File: config.mk
export PLATFORM = sky130hd
export DESIGN_NAME = apb_cdb_arbiter
export DESIGN_NICKNAME = d
export VERILOG_FILES = /design/src/rtl/apb_cdb_arb_pkg.sv /design/src/rtl/apb_cdb_arb_timeout.sv /design/src/rtl/apb_cdb_arbiter.sv
export SDC_FILE = /design/constraint.sdc
export NUM_CORES = 1
export LEC_CHECK = 0
export BUFFER_PORTS_ARGS = -buffer_cell sky130_fd_sc_hd__buf_2
export CAP_MARGIN = 40
export CELL_PAD_IN_SITES_DETAIL_PLACEMENT = 0
export CELL_PAD_IN_SITES_GLOBAL_PLACEMENT = 1
export CORE_UTILIZATION = 31
export DETAILED_ROUTE_END_ITERATION = 10
export GPL_ROUTABILITY_DRIVEN = 0
export HOLD_SLACK_MARGIN = 0.05
export PLACE_DENSITY_LB_ADDON = 0.08
export SETUP_SLACK_MARGIN = 0.2
export SYNTH_ARGS = -nofsm -noshare
export SYNTH_HDL_FRONTEND = slang
export SYNTH_SLANG_ARGS = --single-unit
File: constraint.sdc
create_clock -name apb_pclk -period 4 [get_ports apb_pclk]
set_clock_uncertainty 0.1 [all_clocks]
set_input_delay 0.4 -clock apb_pclk [delete_from_list [all_inputs] [get_ports apb_pclk]]
set_output_delay 0.4 -clock apb_pclk [all_outputs]
set_load 0.005 [all_outputs]
File: src/rtl/apb_cdb_arb_pkg.sv
// Shared types and constants for the two-port CDB APB arbiter.
// Latency: n/a (package only).
// Backpressure: n/a (package only).
package apb_cdb_arb_pkg;

    // Master-side transfer phases. IDLE is the arbitration point.
    typedef enum logic [1:0] {
        IDLE   = 2'd0,
        SETUP  = 2'd1,
        ACCESS = 2'd2,
        RESP   = 2'd3
    } arb_state_e;

    // Read data returned with the error response of an aborted transfer.
    localparam logic [31:0] ARB_TIMEOUT_RDATA = 32'hDEAD_BEEF;

    // Port indices: 0 is the diagnostic/TAP path, 1 is the NoC master.
    localparam logic PORT0 = 1'b0;
    localparam logic PORT1 = 1'b1;

    // One-hot grant vector for a port index.
    function automatic logic [1:0] port_onehot(input logic idx);
        return (idx == PORT1) ? 2'b10 : 2'b01;
    endfunction

endpackage

File: src/rtl/apb_cdb_arb_timeout.sv
// ACCESS-phase watchdog: counts master wait cycles and flags the last allowed one.
// Latency: expire is combinational from the count register (no input-to-output path).
// Backpressure: none; the counter saturates and only clears on clr.
//
// Ports:
//   apb_pclk, apb_preset : clock, asynchronous active-high reset
//   clr                  : zero the count (asserted while in SETUP, i.e. on ACCESS entry)
//   inc                  : one ACCESS cycle elapsed without m_pready
//   expire               : the current ACCESS cycle is the TIMEOUT_CYCLES-th one; if it
//                          also lacks m_pready the count reaches the limit at this edge
module apb_cdb_arb_timeout #(
    parameter int TIMEOUT_CYCLES = 1024
) (
    input  logic apb_pclk,
    input  logic apb_preset,
    input  logic clr,
    input  logic inc,
    output logic expire
);

    localparam int CW = $clog2(TIMEOUT_CYCLES + 1);
    localparam logic [CW-1:0] LIMIT      = CW'(TIMEOUT_CYCLES);
    localparam logic [CW-1:0] LIMIT_LAST = CW'(TIMEOUT_CYCLES - 1);

    logic [CW-1:0] count;

    always_ff @(posedge apb_pclk or posedge apb_preset) begin
        if (apb_preset) begin
            count <= '0;
        end else if (clr) begin
            count <= '0;
        end else if (inc && (count != LIMIT)) begin
            count <= count + 1'b1;
        end
    end

    // Flagging one count early lets the FSM leave ACCESS on the same edge
    // the counter reaches TIMEOUT_CYCLES, so exactly TIMEOUT_CYCLES ACCESS
    // cycles elapse before the error response.
    assign expire = (count == LIMIT_LAST);

endmodule

File: src/rtl/apb_cdb_arbiter.sv
// Round-robin arbiter sharing the CDB APB master between the TAP diagnostic path and the NoC master.
// Latency: 3 cycles request-to-pready with a zero-wait slave; +1 cycle per master wait state; new transfer every 4 cycles max.
// Backpressure: losing requester simply holds psel (pready stays 0); master wait states stall ACCESS.
//
// Ports:
//   apb_pclk, apb_preset     : clock, asynchronous active-high reset
//   s0_* / s1_*              : APB slave-side ports (0 = diagnostic/TAP, 1 = NoC)
//   m_*                      : registered APB master towards the CDB pins
//   arb_grant                : one-hot current owner, 0 when idle
// Optional feature: define APB_CDB_ARB_TIMEOUT_EN to abort ACCESS after TIMEOUT_CYCLES
// wait cycles with pslverr=1 and prdata=DEAD_BEEF. Without it ACCESS waits forever and
// pslverr is always 0.
module apb_cdb_arbiter
    import apb_cdb_arb_pkg::*;
#(
    parameter int ADDR_WIDTH     = 32,
    parameter int DATA_WIDTH     = 32,
    parameter int TIMEOUT_CYCLES = 1024
) (
    input  logic                  apb_pclk,
    input  logic                  apb_preset,

    input  logic                  s0_psel,
    input  logic                  s0_penable,
    input  logic                  s0_pwrite,
    input  logic [ADDR_WIDTH-1:0] s0_paddr,
    input  logic [DATA_WIDTH-1:0] s0_pwdata,
    output logic [DATA_WIDTH-1:0] s0_prdata,
    output logic                  s0_pready,
    output logic                  s0_pslverr,

    input  logic                  s1_psel,
    input  logic                  s1_penable,
    input  logic                  s1_pwrite,
    input  logic [ADDR_WIDTH-1:0] s1_paddr,
    input  logic [DATA_WIDTH-1:0] s1_pwdata,
    output logic [DATA_WIDTH-1:0] s1_prdata,
    output logic                  s1_pready,
    output logic                  s1_pslverr,

    output logic                  m_psel,
    output logic                  m_penable,
    output logic                  m_pwrite,
    output logic [ADDR_WIDTH-1:0] m_paddr,
    output logic [DATA_WIDTH-1:0] m_pwdata,
    input  logic [DATA_WIDTH-1:0] m_prdata,
    input  logic                  m_pready,

    output logic [1:0]            arb_grant
);

    arb_state_e            state;
    logic                  last_grant;   // index of the most recent winner
    logic                  owner;        // index of the port owning the current transfer
    logic                  req_any;
    logic                  win_idx;
    logic [DATA_WIDTH-1:0] resp_rdata;
    logic                  to_expire;

    // Arbitration only looks at psel; penable carries no information here.
    logic unused_penable;
    assign unused_penable = s0_penable ^ s1_penable;

    // Round-robin pick: on a tie the port that did not win last time goes.
    always_comb begin
        req_any = s0_psel | s1_psel;
        win_idx = PORT0;
        if (s0_psel && s1_psel) begin
            win_idx = ~last_grant;
        end else if (s1_psel) begin
            win_idx = PORT1;
        end
        // Writes return zero data to the requester.
        resp_rdata = m_pwrite ? '0 : m_prdata;
    end

`ifdef APB_CDB_ARB_TIMEOUT_EN
    localparam logic [DATA_WIDTH-1:0] TIMEOUT_RDATA = DATA_WIDTH'(ARB_TIMEOUT_RDATA);

    logic to_clr;
    logic to_inc;
    assign to_clr = (state == SETUP);
    assign to_inc = (state == ACCESS) && !m_pready;

    apb_cdb_arb_timeout #(
        .TIMEOUT_CYCLES (TIMEOUT_CYCLES)
    ) u_timeout (
        .apb_pclk   (apb_pclk),
        .apb_preset (apb_preset),
        .clr        (to_clr),
        .inc        (to_inc),
        .expire     (to_expire)
    );
`else
    // Watchdog absent: ACCESS waits for m_pready indefinitely.
    localparam int unused_timeout_cycles = TIMEOUT_CYCLES;
    assign to_expire = 1'b0;
`endif

    always_ff @(posedge apb_pclk or posedge apb_preset) begin
        if (apb_preset) begin
            state      <= IDLE;
            last_grant <= PORT1;   // port 0 wins the first tie
            owner      <= PORT0;
            arb_grant  <= 2'b00;
            m_psel     <= 1'b0;
            m_penable  <= 1'b0;
            m_pwrite   <= 1'b0;
            m_paddr    <= '0;
            m_pwdata   <= '0;
            s0_pready  <= 1'b0;
            s0_prdata  <= '0;
            s0_pslverr <= 1'b0;
            s1_pready  <= 1'b0;
            s1_prdata  <= '0;
            s1_pslverr <= 1'b0;
        end else begin
            case (state)
                IDLE: begin
                    if (req_any) begin
                        owner      <= win_idx;
                        last_grant <= win_idx;
                        arb_grant  <= port_onehot(win_idx);
                        m_paddr    <= (win_idx == PORT1) ? s1_paddr  : s0_paddr;
                        m_pwrite   <= (win_idx == PORT1) ? s1_pwrite : s0_pwrite;
                        m_pwdata   <= (win_idx == PORT1) ? s1_pwdata : s0_pwdata;
                        m_psel     <= 1'b1;
                        m_penable  <= 1'b0;
                        state      <= SETUP;
                    end
                end

                SETUP: begin
                    m_penable <= 1'b1;
                    state     <= ACCESS;
                end

                ACCESS: begin
                    // A late m_pready on the expiring cycle still wins.
                    if (m_pready) begin
                        m_psel    <= 1'b0;
                        m_penable <= 1'b0;
                        state     <= RESP;
                        if (owner == PORT0) begin
                            s0_pready <= 1'b1;
                            s0_prdata <= resp_rdata;
                        end else begin
                            s1_pready <= 1'b1;
                            s1_prdata <= resp_rdata;
                        end
                    end else if (to_expire) begin
                        m_psel    <= 1'b0;
                        m_penable <= 1'b0;
                        state     <= RESP;
`ifdef APB_CDB_ARB_TIMEOUT_EN
                        if (owner == PORT0) begin
                            s0_pready  <= 1'b1;
                            s0_prdata  <= TIMEOUT_RDATA;
                            s0_pslverr <= 1'b1;
                        end else begin
                            s1_pready  <= 1'b1;
                            s1_prdata  <= TIMEOUT_RDATA;
                            s1_pslverr <= 1'b1;
                        end
`endif
                    end
                end

                RESP: begin
                    // Single-cycle response pulse; master address/data keep their values.
                    s0_pready  <= 1'b0;
                    s0_prdata  <= '0;
                    s0_pslverr <= 1'b0;
                    s1_pready  <= 1'b0;
                    s1_prdata  <= '0;
                    s1_pslverr <= 1'b0;
                    arb_grant  <= 2'b00;
                    state      <= IDLE;
                end

                default: begin
                    state <= IDLE;
                end
            endcase
        end
    end

endmodule

==> results.cfg, run 1 <==
[finish]
fillers = 1973
syn2layout_area_growth_pct = 38.5
final_nets = 1056
layout-drive-gt1-share_pct = 47.3
layout.cells.non_filler = 1159
finish.instance_area_um2 = 8680
final_util_pct = 44.2

[critical_path]
critPathKind = reg2reg
reg2reg_slack_ns = 1.32
worstPathArrival_ns = 2.88
critical_path_peak_fanout = 17
rr_endpoint = s1_prdata[17]$_DFFE_PP0P_
cp-startpoint = state[0]$_DFFE_PP0P_
crit_required_ns = 4.20
crit_path_end_kind = flip-flop
r2r-start = state[0]$_DFFE_PP0P_
start_kind = flip-flop
worst_r2r_path_depth = 6

[drt]
first_pass_iters = 4
drtIter0Drc = 143
viasPerCell = 4.65
ant_nets = 0
wire_per_inst_um = 16.2
totalWireLength_um = 18800
num_vias = 5394
drc = 0

[clock_tree]
hold_buffers = 1
clk_latency_ns = 0.42
cts_tree = yes
htreeDepth = 4
post_cts_buffers = 0
clock-sinks = 139
cts_buffers = 17
clkSlewWorstSetupHoldPaths_ns = 0.07
cts-resized-gates = 0
clockBufferDepth = 2
cts_root_buf = clkbuf_16

[global_route]
grt_max_degree = 64
gr-total-overflow = 0
grt_pass1_wl_um = 28400
antenna_found_initial = 1
gr-usage-all-layers_pct = 18.0
grt_pass1_vias = 5418

[sta]
drv_slew = 0
hold_ws_ns = 0.104
fin_ws_ns = 1.32
setup_viol = 0
period_share_pct = 67.0
max_freq_mhz = 373
tightest_slew_ns = 0.794
final_hold_viol_count = 0
maxSlewHeadroom_pct = 47.1
rsz0062_at_grt = no
final.setup.tns_ns = 0
min_period_ns = 2.68

[placement]
place_ws_ns = 1.32
place_inst = 1125
detailedPlacementHpwl_um = 13100
placed_area_um2 = 8070
numPortBuffers = 301

[logic_synthesis]
synth_edf_count = 0
yosysMostFrequentCell = dfrtp_1
synthCells = 585
syn_area_um2 = 6270
dominantRegCellSynth = dfrtp_1
yosysWarnings = 0
ys_top_cells_by_count = 138 x dfrtp_1, 133 x a21oi_1, 73 x nor2_1
synth_seq_cells = 139
synth_area_per_cell_um2 = 10.7
async_flop_share_pct = 100
synth_area_leaders = dfrtp_1 55%, a21oi_1 11%, mux2_4 7.2%
yosysTopAreaCellShare_pct = 55.1
yosys.area.top_type = dfrtp_1
seq_area_frac_synth_pct = 55.5
ys_types = 32

[power]
power_leakage_nw = 4.49
internal-power_mw = 4.52
sequentialPowerShare_pct = 34.2
power_density_nw_per_um2 = 809
comb_power_share_pct = 42.6
p_switching_mw = 2.50
peakVddDrop_v = 0.000273
power_mw = 7.02
switching_share_pct = 35.6
p_clk_share_pct = 23.2

[die]
core_area_um2 = 19700
fp-row-count = 51
die_area_um2 = 20800
die_w_um = 144
dieHeight_um = 144
ios = 306
initial_core_util_pct = 31.9

[worst_hold_path]
min_path_type = in2reg
worstHoldStart = s0_paddr[5]
hold_depth = 3
whs_endpoint = m_paddr[5]$_DFFE_PP0P_

[run_status]
outcome = finished, final reports clean

[run]
cap_violations = 0
-- worst max-delay path by stage --
stage / endpoint / depth (start not counted) / slack, ns
2_1_floorplan: arb_grant[0]$_DFFE_PP0P_ / 1 / 1.77
3_5_place_dp: s1_prdata[27]$_DFFE_PP0P_ / 6 / 1.32
4_1_cts: s1_prdata[17]$_DFFE_PP0P_ / 6 / 1.32
5_1_grt: s1_prdata[17]$_DFFE_PP0P_ / 6 / 1.18
6_report: s1_prdata[17]$_DFFE_PP0P_ / 6 / 1.32
3_3_place_gp: s1_prdata[24]$_DFFE_PP0P_ / 6 / 1.38
-- cell families (layout without fill, tap and decap cells) --
group / after synthesis / count (layout) / synth area share (%)
AOI/OAI and AO/OA: 146 / 146 / 12.4
adders and majority gates: 7 / 7 / 1.40
other: 1 / 3 / 0.0598
buffers and inverters: 45 / 352 / 4.05
muxes: 71 / 71 / 14.5
DFF: 139 / 139 / 55.5
and+or+nand+nor: 176 / 176 / 12.1
-- power groups by stage --
| stage | combinational, mW | clock [mW] | sequential (mW) |
|---|---|---|---|
| 6_report | 2.99 | 1.63 | 2.40 |
| 5_1_grt | 3.34 | 1.74 | 2.49 |
| 4_1_cts | 3.06 | 1.67 | 2.41 |
| 3_5_place_dp | 3.05 | 0 | 2.42 |
| 3_3_place_gp | 2.96 | 0 | 2.39 |
| 2_1_floorplan | 1.86 | 0 | 2.45 |
-- cells in the final DEF, fill, tap and decap left out, types with 2 or more instances in the layout --
cell / count
nor2_1: 72
and2_1: 32
buf_12: 3
inv_1: 4
bufinv_16: 3
mux2i_1: 2
clkbuf_16: 17
buf_4: 7
nand2_1: 68
clkinvlp_4: 5
mux2_4: 30
dfrtp_1: 138
mux2_2: 37
clkinv_2: 3
conb_1: 2
inv_6: 2
o21ai_0: 2
mux2_1: 2
buf_2: 301
clkinv_4: 2
a21oi_1: 133
ha_1: 7
-- metal layers --
layer	routed length [µm]	vias up	track usage (%)	part of all wire, %
met1	7810	2632	21.2	41
met5	0	-	0	0
met3	1510	14	6.39	8.0
li1	-	2560	-	-
met2	9280	188	30.5	49
met4	223	0	5.76	1.2
-- area by class of cell --
cell class / count / area (µm²) / area share, %
Sequential cell: 139 / 3480 / 40.1
Tap cell: 265 / 332 / 3.82
Antenna cell: 1 / 2.50 / 0.0288
Inverter: 5 / 22.5 / 0.259
Clock inverter: 14 / 170 / 1.96
Multi-Input combinational cell: 402 / 2560 / 29.5
Timing Repair Buffer: 315 / 1680 / 19.4
Clock buffer: 18 / 429 / 4.94
-- worst max-delay path: stages (launching register included) --
cell     delay, ns
dfrtp_1       0.42
inv_1         0.16
ha_1          0.34
mux2i_1       0.16
nor2_4        0.57
buf_4         0.45
mux2_4        0.34
-- sequential cells by signal, indices dropped and copies added, names as in the netlist --
name,cells
m_paddr,32
m_pwdata,32
s0_prdata,32
s1_prdata,32
arb_grant,2
state,2
last_grant,1
m_penable,1
m_psel,1
m_pwrite,1
owner,1
s0_pready,1
s1_pready,1
Note: power is estimated with default switching activity, not from simulation.
==> inputs of run 2 (changes only) <==
clock period = 2.1 ns   (was 4 ns; I/O delays follow)
==> results.cfg, run 2 (synthesis results as in run 1) <==
[critical_path]
worstPathArrival_ns = 2.12
critPathMaxStageDelay_ns = 0.45
critPathKind = reg2reg
cp_top_family = flip-flops
crit_path_end_kind = flip-flop
crit_required_ns = 2.30
start_kind = flip-flop
critical_path_peak_fanout = 17
cp_num_buf_inv = 2
reg2reg_slack_ns = 0.18
path_cells = ha_4, and2b_4, buf_4, nor2_4, buf_12, mux2_2
slowest_stage = dfrtp_2

[clock_tree]
htreeDepth = 4
clock-sinks = 139
cts_root_buf = clkbuf_16
clkSlewWorstSetupHoldPaths_ns = 0.06
clk_latency_ns = 0.42
cts_buffers = 17
cts_tree = yes
clockBufferDepth = 2

[drt]
top_layer_used = met4
wl_met1_um = 8580
totalWireLength_um = 20900
wl_met2_um = 10500
viasPerCell = 4.55
wire_per_inst_um = 15.6
first_pass_iters = 4
num_vias = 6088
wl_met3_um = 1310
ant_nets = 0
drc = 0
drtIter0Drc = 263

[die]
die_area_um2 = 20800
initial_core_util_pct = 31.9
ios = 306
core_area_um2 = 19700
dieHeight_um = 144
fp-row-count = 51
die_w_um = 144

[global_route]
grt_pass1_wl_um = 31500
gr-total-overflow = 0
gr-usage-all-layers_pct = 19.8
grt_max_degree = 53
antenna_found_initial = 1
grt_pass1_vias = 6302

[power]
power_leakage_nw = 5.39
p_clk_share_pct = 21.2
p_switching_mw = 5.29
internal-power_mw = 9.80
power_mw = 15.1
peakVddDrop_v = 0.000725
sequentialPowerShare_pct = 30.5
comb_power_share_pct = 48.3
power_density_nw_per_um2 = 1400
switching_share_pct = 35.0

[finish]
final_util_pct = 54.8
layout_commonest_cell = buf_2
multi_input_area_um2 = 2710
syn2layout_area_growth_pct = 71.7
fillers = 1818
final_nets = 1234
seq_area_um2 = 3480
final_cell_mix = 301 x buf_2, 162 x dlygate4sd3_1, 137 x dfrtp_1, 133 x a21oi_1, 71 x nor2_1
finish.instance_area_um2 = 10800
layout-drive-gt1-share_pct = 41.7

[sta]
period_share_pct = 91.6
maxSlewHeadroom_pct = 63.8
max_freq_mhz = 520
hold_ws_ns = 0.0870
drv_slew = 0
final.setup.tns_ns = 0
rsz0062_at_grt = yes
min_period_ns = 1.92
setup_viol = 0
tightest_slew_ns = 0.542
final_hold_viol_count = 0

[worst_hold_path]
min_path_type = in2reg

[run]
cap_violations = 0

[run_status]
outcome = finished, final reports clean

[placement]
placed_area_um2 = 8170
detailedPlacementHpwl_um = 12900
numPortBuffers = 301
-- run 2: cell types whose count changed in the layout (fill, tap and decap cells not counted), sizes merged --
cell         previous run  this run
buf                   314       329
clkinv                  5         2
clkbuf                 18        21
inv                     6        10
clkinvlp                5         3
dlygate4sd3             1       162
-- run 2: worst register-to-register path: stages (launching register included) --
cell and delay, ns:
dfrtp_2 0.45, ha_4 0.18, and2b_4 0.17, buf_4 0.16
nor2_4 0.18, buf_12 0.21, mux2_2 0.36
-- run 2: power groups by stage --
stage          Clock, mW  Sequential [mW]  Combinational [mW]
2_1_floorplan          0             4.68                3.57
3_5_place_dp           0             4.60                6.03
6_report            3.20             4.60                7.29
5_1_grt             3.41             4.75                7.98
4_1_cts             3.31             4.58                6.87
3_3_place_gp           0             4.56                5.92
-- run 2: worst paths after layout --
check	start	to	depth (start not counted)
max	state[1]$_DFFE_PP0P_	s1_prdata[30]$_DFFE_PP0P_	6
min	m_prdata[12]	s1_prdata[12]$_DFFE_PP0P_	3
max reg2reg	state[1]$_DFFE_PP0P_	s1_prdata[30]$_DFFE_PP0P_	6
min reg2reg	s0_prdata[9]$_DFFE_PP0P_	s0_prdata[9]$_DFFE_PP0P_	1
max in group asynchronous	apb_preset	last_grant$_DFFE_PP1P_	4
min in group asynchronous	apb_preset	s1_prdata[0]$_DFFE_PP0P_	3
-- run 2: per-stage QoR --
stage	worst slack, ns	cells
global route	0.125	1336
global placement	0.149	1128
detailed placement	0.0916	1128
floorplan	0.0557	586
finish	0.177	1337
CTS	0.160	1333
-- run 2: layout make-up --
type | count | area share, %
Timing Repair Buffer | 493 | 33.3
Inverter | 5 | 0.233
Multi-Input combinational cell | 402 | 25.2
Tap cell | 265 | 3.08
Clock buffer | 19 | 4.12
Clock inverter | 13 | 1.67
Sequential cell | 139 | 32.3
Antenna cell | 1 | 0.0233
-- run 2: routing by layer --
layer / GRT usage, % / up-vias
li1: - / 2923
met1: 22.5 / 2918
met2: 34.6 / 211
met3: 5.43 / 36
met4: 8.98 / 0
met5: 0 / -
-- run 2: timing repair --
action | 4_1_cts | 5_1_grt
endpoints found under the hold margin | 141 | 0
cloned | 2 | 2
setup endpoints to repair | 123 | 79
pin swaps | 2 | 1
setup buffers | 9 | 1
hold buffers | 162 | 0
gates resized for setup | 16 | 26
==> inputs of run 3 (changes only) <==
ABC_AREA = 1   (was default)
CORE_UTILIZATION = 30   (was 31)
==> results.cfg, run 3 <==
[critical_path]
slowest_stage = dfrtp_1
worst_r2r_path_depth = 10
reg2reg_slack_ns = 0.34
critical_path_peak_fanout = 10
critPathMaxStageDelay_ns = 0.38
critPathKind = reg2reg
rr_endpoint = m_pwdata[26]$_DFFE_PP0P_
r2r-start = state[1]$_DFFE_PP0P_
path_cells = buf_4, buf_4, inv_1, ha_4, inv_2, nor2_4, buf_4, clkbuf_16, nand3_1, nand2_1
cp_top_family = buffers and inverters
cp_num_buf_inv = 6
path_common_cell = buf_4
worstPathArrival_ns = 2.02
crit_required_ns = 2.35
start_kind = flip-flop
crit_path_end_kind = flip-flop

[finish]
layout_commonest_cell = nand2_1
syn2layout_area_growth_pct = 59.7
final_cell_mix = 380 x nand2_1, 301 x buf_2, 163 x dlygate4sd3_1, 138 x dfrtp_1, 136 x nand3_1
final_nets = 1546
layout-drive-gt1-share_pct = 27.3
finish.instance_area_um2 = 11200
fillers = 2296

[placement]
placed_area_um2 = 8870
detailedPlacementHpwl_um = 14900
numPortBuffers = 301

[sta]
setup_viol = 0
tightest_slew_ns = 0.593
rsz0062_at_grt = no
hold_ws_ns = 0.0626
max_freq_mhz = 568
drv_slew = 0
period_share_pct = 83.8
maxSlewHeadroom_pct = 60.5
final.setup.tns_ns = 0
final_hold_viol_count = 0
min_period_ns = 1.76

[drt]
first_pass_iters = 6
totalWireLength_um = 25000
ant_nets = 0
viasPerCell = 4.40
num_vias = 7470
drc = 0
drtIter0Drc = 297
wire_per_inst_um = 14.7

[power]
power_leakage_nw = 6.31
power_density_nw_per_um2 = 1260
peakVddDrop_v = 0.000583

[logic_synthesis]
synthCells = 918
dominantRegCellSynth = dfrtp_1
yosysMostFrequentCell = nand2_1
ys_top_cells_by_count = 383 x nand2_1, 138 x dfrtp_1, 136 x nand3_1
yosysTopAreaCellShare_pct = 49.2
yosysWarnings = 0
synth_area_leaders = dfrtp_1 49%, nand2_1 20%, nand3_1 9.7%
ys_types = 22
async_flop_share_pct = 100
seq_area_frac_synth_pct = 49.5
yosys.area.top_type = dfrtp_1
synth_edf_count = 0
synth_seq_cells = 139
synth_area_per_cell_um2 = 7.65
syn_area_um2 = 7030

[clock_tree]
clk_latency_ns = 0.41
clkSlewWorstSetupHoldPaths_ns = 0.06
clock-sinks = 139
htreeDepth = 4
cts_root_buf = clkbuf_16
cts_buffers = 17
cts_tree = yes
clockBufferDepth = 2

[run]
cap_violations = 0

[worst_hold_path]
whs_endpoint = s0_prdata[15]$_DFFE_PP0P_
hold_depth = 5
min_path_type = in2reg
worstHoldStart = m_prdata[15]

[run_status]
outcome = finished, final reports clean

[global_route]
gr-usage-all-layers_pct = 20.9
antenna_found_initial = 1
grt_max_degree = 106
grt_pass1_vias = 7651
gr-total-overflow = 0
grt_pass1_wl_um = 39500

[die]
die_area_um2 = 24000
initial_core_util_pct = 30.8
core_area_um2 = 22800
ios = 306
dieHeight_um = 155
die_w_um = 155
fp-row-count = 55
[run 3: changes by cell type in the layout (fill, tap and decap cells not counted), moves of 4 or more]
cell,previous run,this run
inv_1,3,74
nor2_1,71,35
buf_12,12,8
mux2_2,8,0
nand3b_1,0,65
and2_1,32,0
buf_4,12,19
a21oi_1,133,1
nand2_1,68,380
mux2_4,61,0
nand2_2,0,5
nand3_1,0,136
[run 3: what timing repair did]
action,in CTS,in global routing
hold buffers,163,0
endpoints found under the hold margin,256,0
gates cloned,1,2
buffers inserted,2,3
pin swaps,1,1
endpoints found under the setup margin,60,67
gates resized for setup,3,5
[run 3: power by group]
group          total (mW)  switching, mW  internal (mW)
clock network        3.10           1.29           1.82
logic                6.59           3.92           2.67
registers            4.43          0.567           3.87
total                14.1           5.77           8.35
[run 3: metal layers]
metal	GRT usage, %	routed length, µm	up-vias
met1	24.6	10800	3461
met2	37.6	12500	208
met5	0	0	-
met4	7.69	542	0
met3	3.98	1120	31
li1	-	-	3770
[run 3: metrics by stage]
stage	setup WS (ns)	total power, mW	cells	utilization [%]
after detailed placement	-0.115	10.6	1493	38.9
after floorplan	0.0557	8.03	919	-
final	0.339	14.1	1697	49.3
after global routing	0.203	15.4	1697	49.3
after CTS	0.235	14.2	1691	48.9
after global placement	-0.0574	10.6	1493	38.9
[run 3: worst max-delay path by stage]
stage	startpoint	endpoint	depth (start not counted)
3_3_place_gp	state[0]$_DFFE_PP0P_	s0_prdata[5]$_DFFE_PP0P_	9
2_1_floorplan	apb_preset	arb_grant[0]$_DFFE_PP0P_	1
3_5_place_dp	state[0]$_DFFE_PP0P_	s0_prdata[20]$_DFFE_PP0P_	9
5_1_grt	state[0]$_DFFE_PP0P_	s0_prdata[29]$_DFFE_PP0P_	7
6_report	state[1]$_DFFE_PP0P_	m_pwdata[26]$_DFFE_PP0P_	10
4_1_cts	state[1]$_DFFE_PP0P_	m_paddr[24]$_DFFE_PP0P_	9
[run 3: layout make-up]
| class | count | area, µm² | area share (%) |
|---|---|---|---|
| flip-flops and latches | 139 | 3480 | 31.0 |
| diodes | 1 | 2.50 | 0.0223 |
| inverters | 76 | 289 | 2.58 |
| multi-input cells | 641 | 2960 | 26.4 |
| well taps | 313 | 392 | 3.49 |
| repair buffers | 495 | 3500 | 31.2 |
| clock buffers | 19 | 443 | 3.95 |
| clock inverters | 13 | 155 | 1.38 |
[run 3: tightest hold or removal path, stage by stage]
cell and delay (ns):
buf_2 0.11, nand2_1 0.05, nor2_1 0.05, nand3_1 0.07
nand2_1 0.05
[run 3: cell families after synthesis]
family,after synthesis,share of synthesized area (%)
and+or+nand+nor,626,39.6
buffers and inverters,140,9.08
DFF,139,49.5
adders and majority gates,7,1.25
AOI/OAI and AO/OA,5,0.463
other,1,0.0534
